File: src/rtl/cond_pkg.sv
// Shared types and legal parameter bounds for the input conditioner.
package cond_pkg;

  typedef enum logic [1:0] {S_LOW, S_WAIT_HI, S_HIGH, S_WAIT_LO} cond_state_t;

  localparam int unsigned SYNC_MIN     = 2;
  localparam int unsigned SYNC_MAX     = 4;
  localparam int unsigned DEBOUNCE_MIN = 2;

endpackage

File: src/rtl/sync_chain.sv
// Multi-flop synchronizer for a single asynchronous bit, async active-low reset.
module sync_chain #(
  parameter int unsigned SYNC_STAGES = 2
) (
  input  logic clk,
  input  logic reset,
  input  logic d,
  output logic q
);

  logic [SYNC_STAGES-1:0] stage_q;

  always_ff @(posedge clk or negedge reset) begin
    if (!reset) begin
      stage_q <= '0;
    end else begin
      stage_q <= {stage_q[SYNC_STAGES-2:0], d};
    end
  end

  assign q = stage_q[SYNC_STAGES-1];

endmodule

File: src/rtl/input_conditioner.sv
// Synchronize, debounce and edge-detect one raw board input; all outputs are registered.
module input_conditioner
  import cond_pkg::*;
#(
  parameter int unsigned SYNC_STAGES     = 2,
  parameter int unsigned DEBOUNCE_CYCLES = 4,
  parameter int unsigned CNT_W           = $clog2(DEBOUNCE_CYCLES)
) (
  input  logic clk,
  input  logic reset,
  input  logic raw_in,
  output logic clean,
  output logic rise_pulse,
  output logic fall_pulse
);

  if (SYNC_STAGES < SYNC_MIN || SYNC_STAGES > SYNC_MAX) begin : g_bad_sync
    $error("input_conditioner: SYNC_STAGES out of range 2..4");
  end
  if (DEBOUNCE_CYCLES < DEBOUNCE_MIN) begin : g_bad_debounce
    $error("input_conditioner: DEBOUNCE_CYCLES must be at least 2");
  end

  localparam logic [CNT_W-1:0] CntLast = CNT_W'(DEBOUNCE_CYCLES - 1);

  logic             sync_q;
  cond_state_t      state_q, state_d;
  logic [CNT_W-1:0] count_q, count_d;
  logic             clean_q, clean_d;
  logic             rise_q, rise_d;
  logic             fall_q, fall_d;

  sync_chain #(
    .SYNC_STAGES(SYNC_STAGES)
  ) u_sync (
    .clk  (clk),
    .reset(reset),
    .d    (raw_in),
    .q    (sync_q)
  );

  always_comb begin
    state_d = state_q;
    count_d = count_q;
    rise_d  = 1'b0;
    fall_d  = 1'b0;
    unique case (state_q)
      S_LOW: begin
        if (sync_q) begin
          state_d = S_WAIT_HI;
          count_d = CNT_W'(1);
        end
      end
      S_WAIT_HI: begin
        if (!sync_q) begin
          state_d = S_LOW;
          count_d = '0;
        end else if (count_q == CntLast) begin
          state_d = S_HIGH;
          count_d = '0;
          rise_d  = 1'b1;
        end else begin
          count_d = count_q + CNT_W'(1);
        end
      end
      S_HIGH: begin
        if (!sync_q) begin
          state_d = S_WAIT_LO;
          count_d = CNT_W'(1);
        end
      end
      S_WAIT_LO: begin
        if (sync_q) begin
          state_d = S_HIGH;
          count_d = '0;
        end else if (count_q == CntLast) begin
          state_d = S_LOW;
          count_d = '0;
          fall_d  = 1'b1;
        end else begin
          count_d = count_q + CNT_W'(1);
        end
      end
      default: begin
        state_d = S_LOW;
        count_d = '0;
      end
    endcase
    // Level follows the qualified state, so it is high in S_HIGH and while qualifying a fall.
    clean_d = (state_d == S_HIGH) || (state_d == S_WAIT_LO);
  end

  always_ff @(posedge clk or negedge reset) begin
    if (!reset) begin
      state_q <= S_LOW;
      count_q <= '0;
      clean_q <= 1'b0;
      rise_q  <= 1'b0;
      fall_q  <= 1'b0;
    end else begin
      state_q <= state_d;
      count_q <= count_d;
      clean_q <= clean_d;
      rise_q  <= rise_d;
      fall_q  <= fall_d;
    end
  end

  assign clean      = clean_q;
  assign rise_pulse = rise_q;
  assign fall_pulse = fall_q;

endmodule

File: config.mk
export PLATFORM = sky130hd
export DESIGN_NAME = input_conditioner
export DESIGN_NICKNAME = d
export VERILOG_FILES = /design/src/rtl/cond_pkg.sv /design/src/rtl/sync_chain.sv /design/src/rtl/input_conditioner.sv
export SDC_FILE = /design/constraint.sdc
export NUM_CORES = 1
export LEC_CHECK = 0
export CAP_MARGIN = 20
export CORE_AREA = 2 2 39 41
export DETAILED_ROUTE_END_ITERATION = 6
export DIE_AREA = 0 0 41 43
export GPL_TIMING_DRIVEN = 0
export SYNTH_ARGS = -nofsm -noshare
export SYNTH_HDL_FRONTEND = slang
export SYNTH_SLANG_ARGS = --single-unit
File: constraint.sdc
create_clock -name clk -period 3.1 [get_ports clk]
set_clock_uncertainty 0.05 [all_clocks]
set_input_delay 0.31 -clock clk [delete_from_list [all_inputs] [get_ports clk]]
set_output_delay 0.31 -clock clk [all_outputs]
set_load 0.005 [all_outputs]
==> flow_summary.ini, run 1 <==
[status]
status = completed

[synth]
synth_cell_types = 10
yosysTopAreaCellShare_pct = 68.38
ys_ff_latch = 8
ys_seq_area_share_pct = 68.38
synth_warnings = 0
muxShareOfSynthArea_pct = 11.97
synth-simple-area-share_pct = 10.68
yosysTopAreaCell = dfrtp_1
synth_xor_area_share_pct = 2.991
syn_nets = 23
synth_fa_ha_area_share_pct = 4.274
synthCells = 19
synth_compound_area_share_pct = 1.709
syn_area_um2 = 292.8
synth.top_cells.by_area = dfrtp_1 (68%), mux2i_1 (6.8%), mux2_4 (5.1%), nor3b_1 (5.1%), ha_1 (4.3%)
synth_top_family_by_area = multiplexers
avgSynthCellArea_um2 = 15.41

[flow_run]
drv_cap = 0

[setup_path]
critical_path_buf_inv_count = 1
start_kind = register
critical-path-slowest-cell = clkdlybuf4s50_1
critical_path.top_delay_family = buffers and inverters
crit_required_ns = 2.74
crit_path_end_kind = primary output
cp_max_fo = 5
crit_chain = clkdlybuf4s50_1
critPathKind = reg -> out
critical-path-max-stage-delay_ns = 0.54
critPathArrivalTime_ns = 1.19

[floorplan]
initial_core_util_pct = 21.16
fp.dieW_um = 41
die_area_mm2 = 0.001763
io_pins = 6
rows = 14
die_y_um = 43
core_area_mm2 = 0.001384

[placement]
dpl.hpwl_um = 322.8
dpl_cell_area_um2 = 362.8
port_buffers = 5
globalplace.congestion = 0.6873
dp.cells = 40
place_ws_ns = 1.810

[cts]
clock-root-buffer = clkbuf_4
clock_latency_ns = 0.25
cts_buffer_depth = 2
holdBufCountCts = 0
numClockSinks = 8
htreeDepth = 1
post_cts_buffers = 0
cts_resized = 0
cts_made_buffers = 3
cts.clk_slew.worst_paths_ns = 0.06
cts_tree = built

[timing]
slew_headroom_pct = 76.83
period_needed_ns = 1.554
max_freq_ghz = 0.6436
fin_ws_ns = 1.546
post-route-period-util_pct = 50.12
hold_slack_ns = 0.2799
grt_setup_unrepaired = no
finalHoldViolCount = 0
tightest_slew_ns = 0.3465
setup_violations = 0
finalMaxSlewViolations = 0
setup_tns_ns = 0

[detailed_routing]
drc = 0
vias_per_cell = 3.930
wirelength_um = 417
post_drt_wl_per_cell_um = 9.698
vias = 169
ant_nets = 0
drt_iter0_markers = 1
first_pass_iters = 2

[layout]
fin_cells = 43
final_area_um2 = 385.4
fin_nets = 33
areaGrowthSynthToFinish_pct = 31.62
diodes = 0
layout-drive-gt1-share_pct = 18.52

[power_and_ir_drop]
p_per_area_mw_per_mm2 = 828.8
leakagePower_nw = 0.1725
ir_drop_v = 0.0002313

[hold_path]
hold_path_class = in -> async

[grt]
grt_util_all_layers_pct = 6.491
grt.overflow.total = 0
antenna_found_initial = 0
grt_pass1_vias = 175
grt_pass1_wl_um = 710
grt_max_degree = 9
[layer usage]
metal	global-route usage (%)	up-vias	part of all wire, %
li1	-	80	-
met1	6.977	83	44
met2	8.125	6	46
met3	4.188	0	9.8
met4	6.000	0	0
met5	0	-	0
[through the flow]
stage                     power, mW  utilization [%]
final                        0.3194            27.85
after global routing         0.3436            27.85
after CTS                    0.3254            27.85
after detailed placement     0.2442            26.22
after global placement       0.2368            26.22
after floorplan              0.2105                -
[power by group]
group / leakage (nW) / switching, mW / total (mW) / internal (mW)
registers: 0.100 / 0.0275 / 0.159 / 0.132
clock network: 0.0138 / 0.0338 / 0.0780 / 0.0442
logic: 0.0588 / 0.0296 / 0.0822 / 0.0526
[sequential cells by signal, summed over array words and instances (netlist names)]
name            count
state_q             1
count_q             2
fall_pulse          1
clean               1
u_sync.stage_q      2
rise_pulse          1
[layout by cell type, fill, tap and decap left out]
cell / synthesis / layout
a21oi_1: 1 / 1
clkbuf_4: 0 / 3
clkdlybuf4s50_1: 0 / 5
dfrtp_1: 8 / 8
ha_1: 1 / 1
mux2_4: 1 / 1
mux2i_1: 2 / 2
nand2_1: 1 / 1
nand2_2: 1 / 1
nand2b_1: 1 / 1
nor3b_1: 2 / 2
xnor2_1: 1 / 1
[cell families (layout without fill, tap and decap cells)]
family / Yosys count / count (layout)
DFF: 8 / 8
and+or+nand+nor: 5 / 5
muxes: 3 / 3
adders and majority gates: 1 / 1
AOI/OAI and AO/OA: 1 / 1
xor gates and xnor gates: 1 / 1
buffers and inverters: 0 / 8
[cell type report]
cell class / count / area, um^2
repair buffers: 5 / 50.05
well taps: 16 / 20.02
fillers: 152 / 998.5
flip-flops and latches: 8 / 200.2
multi-input cells: 11 / 92.59
clock buffers: 3 / 22.52
[final timing paths]
check,start,end,slack (ns),depth (start not counted)
worst max register to register,count_q[0],clean,1.92,3
worst max-delay path,clean,clean,1.55,1
worst min-delay path,reset,count_q[1],0.28,1
min in group clk,u_sync.stage_q[0],u_sync.stage_q[1],0.30,0
max in group asynchronous,reset,u_sync.stage_q[0],2.46,1
worst min register to register,u_sync.stage_q[0],u_sync.stage_q[1],0.30,0
[cells in the mapped netlist]
cell      count
a21oi_1       1
dfrtp_1       8
ha_1          1
mux2_4        1
mux2i_1       2
nand2_1       1
nand2_2       1
nand2b_1      1
nor3b_1       2
xnor2_1       1
(Power assumes the default switching activity.)
==> run 2: changes to the inputs <==
- clock period: 3.1 -> 1.45 ns (I/O delays scaled with it)
==> run 2 against run 1 <==
Effect of this change:
- cell count increased by 4.7%
- critical endpoint unchanged
- via count increased by 5.3%
- die area unchanged
- non-clock buffer count increased by 2
- worst hold slack got worse by 0.16 ns
- design area increased by 3.9%
- global-route usage unchanged
- first-iteration DRC count decreased by 100%
- register-to-register slack got worse by 1.7 ns
- total power increased by 130%
- clock-buffer cell count unchanged
==> flow_summary.ini, run 2 (synthesis gave the netlist of run 1 again) <==
[status]
status = completed

[layout]
fin_nets = 35
layout-drive-gt1-share_pct = 24.14
final_cell_mix = dfrtp_1 (8), clkdlybuf4s50_1 (5), clkbuf_4 (3)
nFillCells = 155
seq_area_um2 = 200.2
diodes = 0
multi_input_area_um2 = 92.59
largestRegisters = count_q x2, u_sync.stage_q x2
final_core_util_pct = 28.93
final_common_cell = dfrtp_1
areaGrowthSynthToFinish_pct = 36.75

[detailed_routing]
vias_per_cell = 3.956
drt_iter0_markers = 0
vias = 178
post_drt_wl_per_cell_um = 10.24
wirelength_um = 461
first_pass_iters = 1
ant_nets = 0
drc = 0

[setup_path]
critical_path_buf_inv_count = 1
start_kind = register
cp_max_fo = 3
critical-path-slowest-cell = clkdlybuf4s50_1
regToRegStartpoint = clean
critical-path-max-stage-delay_ns = 0.52
crit_chain = clkdlybuf4s50_1
critical_path.top_delay_family = buffers and inverters
crit_path_end_kind = primary output
worstSetupStartpoint = clean
critPathKind = reg -> out
crit_required_ns = 1.25
critPathArrivalTime_ns = 1.15

[floorplan]
io_pins = 6
die_y_um = 43
initial_core_util_pct = 21.16
die_area_mm2 = 0.001763
rows = 14
fp.dieW_um = 41
core_area_mm2 = 0.001384

[cts]
numClockSinks = 8
clock-root-buffer = clkbuf_4
cts_resized = 0
cts_buffer_depth = 2
clock_latency_ns = 0.25
cts_made_buffers = 3
htreeDepth = 1
cts.clk_slew.worst_paths_ns = 0.05
cts_tree = built

[timing]
max_freq_ghz = 0.7444
slew_headroom_pct = 76.82
setup_tns_ns = 0
post-route-period-util_pct = 92.65
period_needed_ns = 1.343
grt_setup_unrepaired = no
finalHoldViolCount = 0
finalMaxSlewViolations = 0
fin_ws_ns = 0.1066
tightest_slew_ns = 0.3466
setup_violations = 0

[placement]
dpl.hpwl_um = 322.8
port_buffers = 5
place_ws_ns = 0.2779
globalplace.congestion = 0.6873

[grt]
grt_pass1_wl_um = 710
grt_pass1_vias = 175
grt_max_degree = 9
grt_util_all_layers_pct = 6.491
grt.overflow.total = 0
antenna_found_initial = 0

[power_and_ir_drop]
leakagePower_nw = 0.1824
ir_drop_v = 0.0004883
p_per_area_mw_per_mm2 = 1810

[hold_path]
hold_path_class = in -> async

[flow_run]
drv_cap = 0
[run 2: cell types whose count changed in the layout (fill, tap and decap cells not counted)]
cell and change:
buf_4 +2
[run 2: worst paths after layout]
kind | to | slack, ns | depth (start not counted)
worst max-delay path | clean | 0.11 | 1
worst min-delay path | count_q[1] | 0.12 | 1
worst max register to register | count_q[1] | 0.26 | 3
worst min register to register | u_sync.stage_q[1] | 0.30 | 0
max in group asynchronous | u_sync.stage_q[0] | 0.98 | 1
min in group clk | u_sync.stage_q[0] | 0.29 | 1
[run 2: timing repair]
action / CTS / global route
setup endpoints to repair: 0 / 1
buffers inserted: 0 / 2
hold buffers: 0 / 0
[run 2: metrics by stage]
step,total power [mW],hold WS (ns),cells,instance area [um^2]
3_5_place_dp,0.5222,0.2928,40,362.8
5_1_grt,0.7792,0.1362,45,400.4
3_3_place_gp,0.5063,0.2874,40,362.8
4_1_cts,0.6957,0.1249,43,385.4
2_1_floorplan,0.4500,-0.2006,19,292.8
6_report,0.7248,0.1169,45,400.4
[run 2: area by class of cell]
type	instances	area share, %
multi-input combinational	11	23.13
tap	16	5.000
sequential	8	50.00
clock buffer	3	5.625
timing repair buffer	7	16.25
[run 2: report_power, final]
group | internal (mW) | switching [mW] | total (mW)
registers | 0.282 | 0.0520 | 0.334
clock network | 0.0945 | 0.0720 | 0.167
logic | 0.145 | 0.0800 | 0.225
[run 2: layer usage]
metal	wire length [um]	track usage, %	part of all wire, %	vias to the layer above
met3	41	4.188	8.9	0
li1	-	-	-	85
met5	0	0	0	-
met1	179	6.977	39	87
met2	240	8.125	52	6
met4	0	6.000	0	0
==> run 3: changes to the inputs <==
- CELL_PAD_IN_SITES_DETAIL_PLACEMENT: not set -> 1
- CELL_PAD_IN_SITES_GLOBAL_PLACEMENT: not set -> 2
- PLACE_DENSITY_LB_ADDON: not set -> 0.1
==> run 3 against run 2 <==
Effect of this change:
- worst setup slack worse by 0.027 ns
- via count stayed put
- cell count is 2.2% lower
- critical path type unchanged
==> flow_summary.ini, run 3 (synthesis gave the netlist of run 1 again) <==
[status]
status = completed

[layout]
areaGrowthSynthToFinish_pct = 34.19
nFillCells = 158
fin_nets = 34
final_common_cell = dfrtp_1
final_core_util_pct = 28.39
layout-drive-gt1-share_pct = 21.43
diodes = 0
largestRegisters = count_q x2, u_sync.stage_q x2
final_cell_mix = dfrtp_1 (8), clkdlybuf4s50_1 (5), clkbuf_4 (3), nor3b_1 (2), mux2i_1 (2)

[placement]
dpl.hpwl_um = 363
port_buffers = 5
globalplace.congestion = 0.5886

[grt]
grt_util_all_layers_pct = 8.850
grt_max_degree = 9
grt_pass1_wl_um = 945
grt.overflow.total = 0
antenna_found_initial = 0
grt_pass1_vias = 219

[power_and_ir_drop]
p_per_area_mw_per_mm2 = 1805
leakagePower_nw = 0.1775
totalPowerFinal_mw = 0.7090
ir_drop_v = 0.0005125

[timing]
finalHoldViolCount = 0
tightest_slew_ns = 0.3581
post-route-period-util_pct = 94.52
slew_headroom_pct = 76.05
setup_violations = 0
max_freq_ghz = 0.7296
finalMaxSlewViolations = 0
period_needed_ns = 1.371

[cts]
numClockSinks = 8
cts_buffer_depth = 2
clock_latency_ns = 0.25
htreeDepth = 1
clock-root-buffer = clkbuf_4
cts_made_buffers = 3
cts_tree = built
cts.clk_slew.worst_paths_ns = 0.05

[detailed_routing]
drc = 0
post_drt_wl_per_cell_um = 11.75
drt_iter0_markers = 0
wirelength_um = 517
vias = 178
ant_nets = 0
vias_per_cell = 4.045
first_pass_iters = 1

[setup_path]
critical-path-slowest-cell = clkdlybuf4s50_1
critical_path.top_delay_family = buffers and inverters
cp_max_fo = 4
critical_path_buf_inv_count = 1
reg2reg_slack_ns = 0.26
crit_chain = clkdlybuf4s50_1
crit_path_end_kind = primary output
start_kind = register
regToRegStartpoint = count_q[0]
critical-path-max-stage-delay_ns = 0.52
reg2regPathDepth = 3
crit_required_ns = 1.25
rr_endpoint = clean
critPathKind = reg -> out
critPathArrivalTime_ns = 1.18

[floorplan]
io_pins = 6
core_area_mm2 = 0.001384
initial_core_util_pct = 21.16
fp.dieW_um = 41
die_area_mm2 = 0.001763
rows = 14
die_y_um = 43

[hold_path]
hold_path_class = in -> async

[flow_run]
drv_cap = 0
==> run 3: worst max path at each step <==
| stage | start | to | slack, ns | depth (start not counted) |
|---|---|---|---|---|
| after floorplan | count_q[0] | clean | 0.32 | 3 |
| after global placement | count_q[0] | clean | 0.28 | 3 |
| after detailed placement | count_q[0] | clean | 0.27 | 3 |
| after CTS | clean | clean | 0.04 | 1 |
| after global routing | clean | clean | -0.001 | 1 |
| final | clean | clean | 0.08 | 1 |
==> run 3: metal layers <==
layer / wire length (um) / global-route usage, %
met4: 4 / 10.00
met3: 36 / 3.665
met1: 194 / 9.060
met2: 281 / 11.88
met5: 0 / 0
==> run 3: timing repair <==
item | in CTS | in global routing
setup endpoints to repair | 0 | 1
setup buffers | 0 | 1
gates resized for setup | 0 | 0
hold buffers | 0 | 0
hold endpoints to repair | 0 | 0
==> run 3: area by class of cell <==
class                   instances  area (um^2)  area share, %
well taps                      16        20.02          5.096
repair buffers                  6        57.56          14.65
multi-input cells              11        92.59          23.57
clock buffers                   3        22.52          5.732
flip-flops and latches          8        200.2          50.96
==> run 3: stage by stage <==
stage / hold slack [ns] / setup WS, ns / instances / setup TNS [ns] / cell area [um^2]
4_1_cts: 0.1237 / 0.04378 / 43 / 0 / 385.4
3_5_place_dp: 0.3024 / 0.2741 / 40 / 0 / 362.8
5_1_grt: 0.1288 / -0.001446 / 44 / -0.001446 / 392.9
2_1_floorplan: -0.2006 / 0.3234 / 19 / 0 / 292.8
3_3_place_gp: 0.2942 / 0.2776 / 40 / 0 / 362.8
6_report: 0.1166 / 0.07942 / 44 / 0 / 392.9
==> run 3: power by group <==
group	internal (mW)	total, mW	switching (mW)	leakage, nW
registers	0.282	0.336	0.0547	0.100
logic	0.129	0.202	0.0724	0.0637
clock network	0.0948	0.171	0.0762	0.0138
total	0.506	0.709	0.203	0.177
